## config.mk

```make
export PLATFORM = sky130hd
export DESIGN_NAME = univ_shift_reg_flat
export DESIGN_NICKNAME = d
export VERILOG_FILES = /design/src/rtl/shreg_pkg.sv /design/src/rtl/univ_shift_reg_if.sv /design/src/rtl/shreg_next.sv /design/src/rtl/univ_shift_reg.sv /design/src/flat_wrapper.sv
export SDC_FILE = /design/constraint.sdc
export NUM_CORES = 1
export LEC_CHECK = 0
export CAP_MARGIN = 15
export CORE_ASPECT_RATIO = 0.8
export CORE_MARGIN = 2
export CORE_UTILIZATION = 53
export CTS_BUF_LIST = sky130_fd_sc_hd__clkbuf_2 sky130_fd_sc_hd__clkbuf_4 sky130_fd_sc_hd__clkbuf_8
export DETAILED_ROUTE_END_ITERATION = 7
export PLACE_DENSITY = 0.95
export SLEW_MARGIN = 10
export SYNTH_ARGS = -nofsm -noshare
export SYNTH_HDL_FRONTEND = slang
export SYNTH_SLANG_ARGS = --single-unit
```

## constraint.sdc

```tcl
create_clock -name clk -period 3.1 [get_ports clk]
set_input_delay 0.62 -clock clk [delete_from_list [all_inputs] [get_ports clk]]
set_output_delay 0.62 -clock clk [all_outputs]
set_load 0.01 [all_outputs]
```

## src/rtl/shreg_pkg.sv

```systemverilog
// Shared encodings for the universal shift register: shift modes and burst FSM states.
package shreg_pkg;

  typedef logic [2:0] mode_t;

  localparam mode_t MODE_HOLD = 3'b000;
  localparam mode_t MODE_SHL  = 3'b001;
  localparam mode_t MODE_SHR  = 3'b010;
  localparam mode_t MODE_ASR  = 3'b011;
  localparam mode_t MODE_ROL  = 3'b100;
  localparam mode_t MODE_ROR  = 3'b101;

  typedef logic [1:0] state_t;

  localparam state_t ST_IDLE  = 2'd0;
  localparam state_t ST_SHIFT = 2'd1;
  localparam state_t ST_DONE  = 2'd2;

endpackage

```

## src/rtl/univ_shift_reg_if.sv

```systemverilog
// Control/data bundle for univ_shift_reg.
// Build option: SHREG_PARITY_EN adds the registered parity output par_out.
interface univ_shift_reg_if
  import shreg_pkg::*;
#(
  parameter int WIDTH = 8,
  parameter int CNT_W = 4
);

  // Handshake: start is taken only while idle (busy=0, done=0); busy is then high for exactly
  // count cycles, one shift each, followed by a single-cycle done pulse with busy low.
  logic             load;
  logic [WIDTH-1:0] par_in;
  mode_t            mode;
  logic             step;
  logic             start;
  logic [CNT_W-1:0] count;
  logic             sin_l;
  logic             sin_r;
  logic [WIDTH-1:0] q;
  logic             sout_l;
  logic             sout_r;
  logic             busy;
  logic             done;
  state_t           state;
`ifdef SHREG_PARITY_EN
  logic             par_out;
`endif

  modport master (
    output load, par_in, mode, step, start, count, sin_l, sin_r,
`ifdef SHREG_PARITY_EN
    input  par_out,
`endif
    input  q, sout_l, sout_r, busy, done, state
  );

  modport slave (
    input  load, par_in, mode, step, start, count, sin_l, sin_r,
`ifdef SHREG_PARITY_EN
    output par_out,
`endif
    output q, sout_l, sout_r, busy, done, state
  );

endinterface

```

## src/rtl/shreg_next.sv

```systemverilog
// Combinational next-value function for one shift of the register in the given mode.
module shreg_next
  import shreg_pkg::*;
#(
  parameter int WIDTH = 8
) (
  input  mode_t            mode,
  input  logic [WIDTH-1:0] q,
  input  logic             sin_l,
  input  logic             sin_r,
  output logic [WIDTH-1:0] q_next
);

  always_comb begin
    q_next = q;
    case (mode)
      MODE_SHL: q_next = {q[WIDTH-2:0], sin_r};
      MODE_SHR: q_next = {sin_l, q[WIDTH-1:1]};
      MODE_ASR: q_next = {q[WIDTH-1], q[WIDTH-1:1]};
      MODE_ROL: q_next = {q[WIDTH-2:0], q[WIDTH-1]};
      MODE_ROR: q_next = {q[0], q[WIDTH-1:1]};
      default:  q_next = q;
    endcase
  end

endmodule

```

## src/rtl/univ_shift_reg.sv

```systemverilog
// Universal shift register with parallel load, single step and counted burst shifting.
// Build option: define SHREG_PARITY_EN to add registered parity output par_out.
module univ_shift_reg
  import shreg_pkg::*;
#(
  parameter int WIDTH = 8,
  parameter int CNT_W = 4
) (
  input logic           clk,
  input logic           rst_n,
  univ_shift_reg_if.slave bus
);

  state_t           state, state_d;
  logic [CNT_W-1:0] remaining, rem_d;
  mode_t            mode_l, mode_d;
  logic [WIDTH-1:0] q_r, q_d;
  logic             busy_r, busy_d;
  logic             done_r, done_d;
  mode_t            shift_mode;
  logic [WIDTH-1:0] shift_q;

  // Bursts use the mode captured at start; single steps use the live mode.
  assign shift_mode = (state == ST_SHIFT) ? mode_l : bus.mode;

  shreg_next #(.WIDTH(WIDTH)) u_next (
    .mode   (shift_mode),
    .q      (q_r),
    .sin_l  (bus.sin_l),
    .sin_r  (bus.sin_r),
    .q_next (shift_q)
  );

  always_comb begin
    state_d = state;
    rem_d   = remaining;
    mode_d  = mode_l;
    q_d     = q_r;
    busy_d  = 1'b0;
    done_d  = 1'b0;
    case (state)
      ST_IDLE: begin
        if (bus.load) begin
          q_d = bus.par_in;
        end else if (bus.start) begin
          if (bus.count != '0) begin
            state_d = ST_SHIFT;
            rem_d   = bus.count;
            mode_d  = bus.mode;
            busy_d  = 1'b1;
          end else begin
            state_d = ST_DONE;
            done_d  = 1'b1;
          end
        end else if (bus.step) begin
          q_d = shift_q;
        end
      end
      ST_SHIFT: begin
        q_d   = shift_q;
        rem_d = remaining - CNT_W'(1);
        if (remaining == CNT_W'(1)) begin
          state_d = ST_DONE;
          done_d  = 1'b1;
        end else begin
          busy_d = 1'b1;
        end
      end
      ST_DONE: state_d = ST_IDLE;
      default: state_d = ST_IDLE;
    endcase
  end

  always_ff @(posedge clk or negedge rst_n) begin
    if (!rst_n) begin
      state     <= ST_IDLE;
      remaining <= '0;
      mode_l    <= MODE_HOLD;
      q_r       <= '0;
      busy_r    <= 1'b0;
      done_r    <= 1'b0;
    end else begin
      state     <= state_d;
      remaining <= rem_d;
      mode_l    <= mode_d;
      q_r       <= q_d;
      busy_r    <= busy_d;
      done_r    <= done_d;
    end
  end

  assign bus.q      = q_r;
  assign bus.sout_l = q_r[WIDTH-1];
  assign bus.sout_r = q_r[0];
  assign bus.busy   = busy_r;
  assign bus.done   = done_r;
  assign bus.state  = state;

`ifdef SHREG_PARITY_EN
  logic par_r;

  always_ff @(posedge clk or negedge rst_n) begin
    if (!rst_n) par_r <= 1'b0;
    else        par_r <= ^q_d;
  end

  assign bus.par_out = par_r;
`endif

endmodule
```

## src/flat_wrapper.sv

```systemverilog
// flat-port wrapper written by rule: the top's interface ports become plain ports
module univ_shift_reg_flat import shreg_pkg::*;
#(
  parameter int WIDTH = 8,
  parameter int CNT_W = 4
)
  (clk, rst_n, bus_load, bus_par_in, bus_mode, bus_step, bus_start, bus_count, bus_sin_l, bus_sin_r, bus_q, bus_sout_l, bus_sout_r, bus_busy, bus_done, bus_state);
  univ_shift_reg_if #(.WIDTH(WIDTH), .CNT_W(CNT_W)) bus_i ();
  input logic clk;
  input logic rst_n;
  input wire logic [$bits(bus_i.load)-1:0] bus_load;
  input wire logic [$bits(bus_i.par_in)-1:0] bus_par_in;
  input wire logic [$bits(bus_i.mode)-1:0] bus_mode;
  input wire logic [$bits(bus_i.step)-1:0] bus_step;
  input wire logic [$bits(bus_i.start)-1:0] bus_start;
  input wire logic [$bits(bus_i.count)-1:0] bus_count;
  input wire logic [$bits(bus_i.sin_l)-1:0] bus_sin_l;
  input wire logic [$bits(bus_i.sin_r)-1:0] bus_sin_r;
  output wire logic [$bits(bus_i.q)-1:0] bus_q;
  output wire logic [$bits(bus_i.sout_l)-1:0] bus_sout_l;
  output wire logic [$bits(bus_i.sout_r)-1:0] bus_sout_r;
  output wire logic [$bits(bus_i.busy)-1:0] bus_busy;
  output wire logic [$bits(bus_i.done)-1:0] bus_done;
  output wire logic [$bits(bus_i.state)-1:0] bus_state;
  assign bus_i.load = bus_load;
  assign bus_i.par_in = bus_par_in;
  assign bus_i.mode = bus_mode;
  assign bus_i.step = bus_step;
  assign bus_i.start = bus_start;
  assign bus_i.count = bus_count;
  assign bus_i.sin_l = bus_sin_l;
  assign bus_i.sin_r = bus_sin_r;
  assign bus_q = bus_i.q;
  assign bus_sout_l = bus_i.sout_l;
  assign bus_sout_r = bus_i.sout_r;
  assign bus_busy = bus_i.busy;
  assign bus_done = bus_i.done;
  assign bus_state = bus_i.state;
  univ_shift_reg #(.WIDTH(WIDTH), .CNT_W(CNT_W)) u_core (.clk(clk), .rst_n(rst_n), .bus(bus_i));
endmodule
```

==> results of run 1 <==
## metal layers
| layer | share of wire (%) | vias up | global-route usage [%] |
|---|---|---|---|
| li1 | - | 530 | - |
| met4 | 3.3 | 0 | 9.77 |
| met3 | 7.5 | 15 | 6.49 |
| met5 | 0 | - | 0 |
| met1 | 41 | 551 | 32.2 |
| met2 | 48 | 84 | 44.0 |
## cell usage after synthesis (3+ instances only)
cell	count
a211oi_1	4
a21oi_1	11
dfrtp_1	19
nand3b_1	3
o21ai_0	6
nor2_1	6
mux2_2	4
nand2_1	6
buf_4	3
a221o_2	7
inv_1	3
a22o_2	5
buf_6	3
nor3_1	4
xnor2_1	4
## kinds of logic (layout without fill, tap and decap cells)
kind of cell             count (synthesis)  count (layout)  synth area share [%]
AO/OA/AOI/OAI                           45              45                  28.6
XOR/XNOR                                 4               4                  2.79
adder cells (fa/ha/maj)                  2               2                  1.99
buffers and inverters                   11              42                  6.07
flip-flops                              19              19                  37.8
multiplexers                             5               5                  4.38
AND/OR/NAND/NOR                         37              37                  18.3
## path summary, 6_finish.rpt
| path | start | to | slack, ns | cells past startpoint |
|---|---|---|---|---|
| hold / removal | u_core.bus.q[2]$_DFFE_PN0P_ | u_core.bus.q[1]$_DFFE_PN0P_ | 0.60 | 1 |
| setup / recovery | bus_load | u_core.mode_l[1]$_DFFE_PN0P_ | 0.87 | 6 |
| hold reg to reg | u_core.bus.q[2]$_DFFE_PN0P_ | u_core.bus.q[1]$_DFFE_PN0P_ | 0.60 | 1 |
| setup reg to reg | u_core.bus.state[0]$_DFFE_PN0P_ | u_core.bus.q[2]$_DFFE_PN0P_ | 1.18 | 4 |
| max in group asynchronous | rst_n | u_core.bus.q[2]$_DFFE_PN0P_ | 1.79 | 1 |
| min in group asynchronous | rst_n | u_core.remaining[1]$_DFFE_PN0P_ | 0.79 | 1 |
## state kept, by name (all words and copies together) (netlist names)
| name | flops |
|---|---|
| u_core.bus.busy | 1 |
| u_core.bus.done | 1 |
| u_core.bus.q | 8 |
| u_core.bus.state | 2 |
| u_core.mode_l | 3 |
| u_core.remaining | 4 |
## layout make-up
type                    instances  area (µm²)
clock buffers                   4        30.0
fillers                       167         593
inverters                       3        11.3
multi-input cells              93         704
flip-flops and latches         19         475
well taps                      25        31.3
repair buffers                 35         350
## power by group through the flow
| stage | logic [mW] | clock network [mW] | registers, mW |
|---|---|---|---|
| floorplan | 0.685 | 0 | 0.511 |
| global placement | 0.913 | 0 | 0.533 |
| detailed placement | 0.955 | 0 | 0.546 |
| CTS | 0.963 | 0.140 | 0.543 |
| global route | 1.04 | 0.147 | 0.569 |
| finish | 0.973 | 0.132 | 0.553 |
## worst max-delay path: stages
cell	delay, ns
clkdlybuf4s50_1	0.51
nand2b_1	0.21
nor2_1	0.23
nand2_1	0.22
nor2_1	0.26
mux2_2	0.37
==> impl_metrics.toml, run 1 <==
[run_status]
run_status = "finished, final reports clean"

[pwr]
p_sw_share_pct = 42.6
switchingPower_mw = 0.706
internal-power_mw = 0.952
worst_ir_drop_vdd_mv = 0.675
seq_power_share_pct = 33.3
power.total_mw = 1.66
p_leak_nw = 0.624
clkPwrFrac_pct = 8.0
power_density_nw_per_um2 = 1030
power.share.combinational_pct = 58.7

[cells_and_area]
diodes = 0
fin_area_um2 = 1600
final_util_pct = 73.0
syn_to_final_growth_pct = 27.6
drive_above_1_share_pct = 17.5
final_common_cell = "clkdlybuf4s50_1"
fin_nets = 179
stdcell_count = 179
layout_common_cells = "clkdlybuf4s50_1, dfrtp_1, a21oi_1, a221o_2"

[global_route]
grt_pass1_wl_mm = 5.24
grt_max_degree = 20
antenna_found_initial = 0
grt_pass1_vias = 1117
grt_use_total_pct = 25.7
grt_overflow_total = 0

[critical_path]
worstSetupEndpointType = "flop"
crit_type = "input port to flop"
worst_setup_path_start_kind = "input port"
arrival_ns = 2.43
crit_fanout = 7
crit_required_ns = 3.30

[timing]
fin_ws_ns = 0.867
fmax_mhz = 448
tightest_slew_ns = 0.839
rsz0062_at_grt = "false"
timing.final.crit_share_pct = 72.0
finalSetupViolations = 0
slew_violations = 0
hold_viol_final = 0
max_slew_margin_pct = 43.9
finalCriticalPeriod_ns = 2.23
fin_setup_tns_ns = 0
finalClockSkew_ns = 0.00936
timing.hold.ws_ns = 0.596

[placement]
dp.cells = 175
place_congestion = 0.910
dpl.hpwl_mm = 2.49
pre_cts_ws_ns = 0.582
io_buffer_count = 35
placed_area_um2 = 1570

[floorplan]
die_w_um = 58.4
coreArea_um2 = 2200
ios = 36
die_h_um = 47.5
rows = 15
start_util_pct = 57.2
design.die.area_um2 = 2780

[clock_network]
cts_tree = "yes"
clkSinkCount = 19
post_cts_buffers = 0
clock_path_buffers = 2
insertion_delay_ns = 0.30
cts.clk_slew.worst_paths_ns = 0.10
cts-buffers-inserted = 3
cts_root_buf = "clkbuf_4"
cts_max_level = 1
cts-resized-gates = 0
holdBufCountCts = 0

[run]
drv_cap = 0

[detailed_routing]
ant_nets = 0
vias = 1180
firstDrtPassIters = 5
drt_wl_total_mm = 3.26
wl_per_cell_um = 18.2
drc = 0
drtIter0Drc = 71
viasPerCell = 6.59

[synth]
syn_nets = 147
netlist.area_leader.share_pct = 37.8
syn_area_um2 = 1260
synthArstFlopShare_pct = 100
synth_top_area_cell = "dfrtp_1"
seq_area_frac_synth_pct = 37.8
yosysUniqueCellTypes = 42
avgSynthCellArea_um2 = 10.2
synth_seq_cells = 19
ys.flop_type = "dfrtp_1"
synth_edf_count = 0
synth_warnings = 0
syn_inst = 123
yosys-top-cells-area = "dfrtp_1, a221o_2, a21oi_1"

[worst_hold_path]
hold_path.class = "flop to flop"
No activity file was read; power rests on OpenSTA's default activity.
==> inputs of run 2 (changes only) <==
--- a/config.mk
+++ b/config.mk
@@ -8,10 +8,10 @@
 export CAP_MARGIN = 15
 export CORE_ASPECT_RATIO = 0.8
 export CORE_MARGIN = 2
-export CORE_UTILIZATION = 53
+export CORE_UTILIZATION = 49
 export CTS_BUF_LIST = sky130_fd_sc_hd__clkbuf_2 sky130_fd_sc_hd__clkbuf_4 sky130_fd_sc_hd__clkbuf_8
 export DETAILED_ROUTE_END_ITERATION = 7
-export PLACE_DENSITY = 0.95
+export PLACE_DENSITY = 0.91
 export SLEW_MARGIN = 10
 export SYNTH_ARGS = -nofsm -noshare
 export SYNTH_HDL_FRONTEND = slang
==> constraint.sdc (replaced) <==
create_clock -name clk -period 2.3 [get_ports clk]
set_input_delay 0.46 -clock clk [delete_from_list [all_inputs] [get_ports clk]]
set_output_delay 0.46 -clock clk [all_outputs]
set_load 0.01 [all_outputs]
==> run 2 against run 1 <==
Critical path depth down 5. Cell count up 8.4%. Clock-buffer cell count decreased by 1. Cell area is 2.6% higher. Routed wire length down 9.3%. Utilization down 5.7 points. Clock power grew 30%.
==> impl_metrics.toml, run 2 (synthesized netlist as in run 1, its figures left out) <==
[clock_network]
cts.clk_slew.worst_paths_ns = 0.11
insertion_delay_ns = 0.31
cts-resized-gates = 0
cts_max_level = 1
cts_root_buf = "clkbuf_4"
clock_path_buffers = 2
cts-buffers-inserted = 3
post_cts_buffers = 0
clkSinkCount = 19
cts_tree = "yes"
holdBufCountCts = 0

[placement]
dpl.hpwl_mm = 2.30
placed_area_um2 = 1620
io_buffer_count = 35
place_congestion = 0.846
dp.cells = 190
pre_cts_ws_ns = 0.136

[floorplan]
die_h_um = 49.3
start_util_pct = 51.4
die_w_um = 60.6
rows = 16
ios = 36
coreArea_um2 = 2440
design.die.area_um2 = 2990

[critical_path]
crit_required_ns = 1.84
crit_chain = "clkdlybuf4s50_1"
crit_type = "flop to output port"
critPathBufInv = 1
cp_slowest_cell = "clkdlybuf4s50_1"
crit_family = "buffers and inverters"
slowest_delay_ns = 0.61
worstSetupEndpointType = "output port"
arrival_ns = 1.49
crit_fanout = 11
worst_setup_path_start_kind = "flop"

[timing]
fmax_mhz = 513
tightest_slew_ns = 0.710
fin_setup_tns_ns = 0
max_slew_margin_pct = 52.6
slew_violations = 0
timing.hold.ws_ns = 0.471
rsz0062_at_grt = "false"
finalSetupViolations = 0
finalCriticalPeriod_ns = 1.95
finalClockSkew_ns = 0.00382
fin_ws_ns = 0.351
timing.final.crit_share_pct = 84.7
hold_viol_final = 0

[detailed_routing]
viasPerCell = 5.71
wl_per_cell_um = 15.2
ant_nets = 0
drt_wl_total_mm = 2.95
drtIter0Drc = 39
drc = 0
vias = 1108
firstDrtPassIters = 4

[global_route]
grt_use_total_pct = 21.8
grt_pass1_wl_mm = 4.96
grt_overflow_total = 0
grt_pass1_vias = 1059
grt_max_degree = 20
antenna_found_initial = 0

[cells_and_area]
diodes = 0
fillers = 211
final_util_pct = 67.3
fin_nets = 183
final_common_cell = "clkdlybuf4s50_1"
largest_reg_flops = 8
syn_to_final_growth_pct = 30.9
stdcell_count = 194
drive_above_1_share_pct = 19.6
layout_common_cells = "clkdlybuf4s50_1, dfrtp_1, a21oi_1, a221o_2"
fin_area_um2 = 1640

[pwr]
internal-power_mw = 1.28
seq_power_share_pct = 33.2
p_sw_share_pct = 41.6
worst_ir_drop_vdd_mv = 0.682
clkPwrFrac_pct = 7.8
power.share.combinational_pct = 59.0
p_leak_nw = 0.641
switchingPower_mw = 0.910
power_density_nw_per_um2 = 1330
power.total_mw = 2.19

[run]
drv_cap = 0

[run_status]
run_status = "finished, final reports clean"

[worst_hold_path]
hold_path.class = "input port to async pin"
run 2: worst paths after layout:
check	start	to	slack, ns	cells past startpoint
min reg2reg	u_core.remaining[0]$_DFFE_PN0P_	u_core.remaining[0]$_DFFE_PN0P_	0.56	1
max	u_core.bus.state[0]$_DFFE_PN0P_	bus_state[0]	0.35	1
max in group asynchronous	rst_n	u_core.bus.q[1]$_DFFE_PN0P_	1.63	2
min in group clk	u_core.remaining[0]$_DFFE_PN0P_	u_core.remaining[0]$_DFFE_PN0P_	0.56	1
max reg2reg	u_core.bus.state[0]$_DFFE_PN0P_	u_core.bus.q[1]$_DFFE_PN0P_	0.42	5
min	rst_n	u_core.remaining[3]$_DFFE_PN0P_	0.47	2
run 2: power by group through the flow:
| stage | Sequential [mW] | Clock [mW] | Combinational (mW) |
|---|---|---|---|
| 2_1_floorplan | 0.689 | 0 | 0.924 |
| 3_3_place_gp | 0.715 | 0 | 1.24 |
| 3_5_place_dp | 0.726 | 0 | 1.28 |
| 4_1_cts | 0.721 | 0.174 | 1.29 |
| 5_1_grt | 0.749 | 0.188 | 1.40 |
| 6_report | 0.725 | 0.172 | 1.29 |
run 2: final cells by class:
cell class | instances | area, µm² | share of cell area (%)
multi-input combinational | 93 | 704 | 42.8
clock inverter | 1 | 5.00 | 0.304
sequential | 19 | 475 | 28.9
timing repair buffer | 39 | 380 | 23.1
tap | 36 | 45.0 | 2.74
clock buffer | 3 | 22.5 | 1.37
inverter | 3 | 11.3 | 0.685
run 2: routing by layer:
layer  track usage [%]  wire, µm
met1              29.9      1320
met5                 0         0
met2              33.9      1410
met3              6.63       209
met4              4.71        14
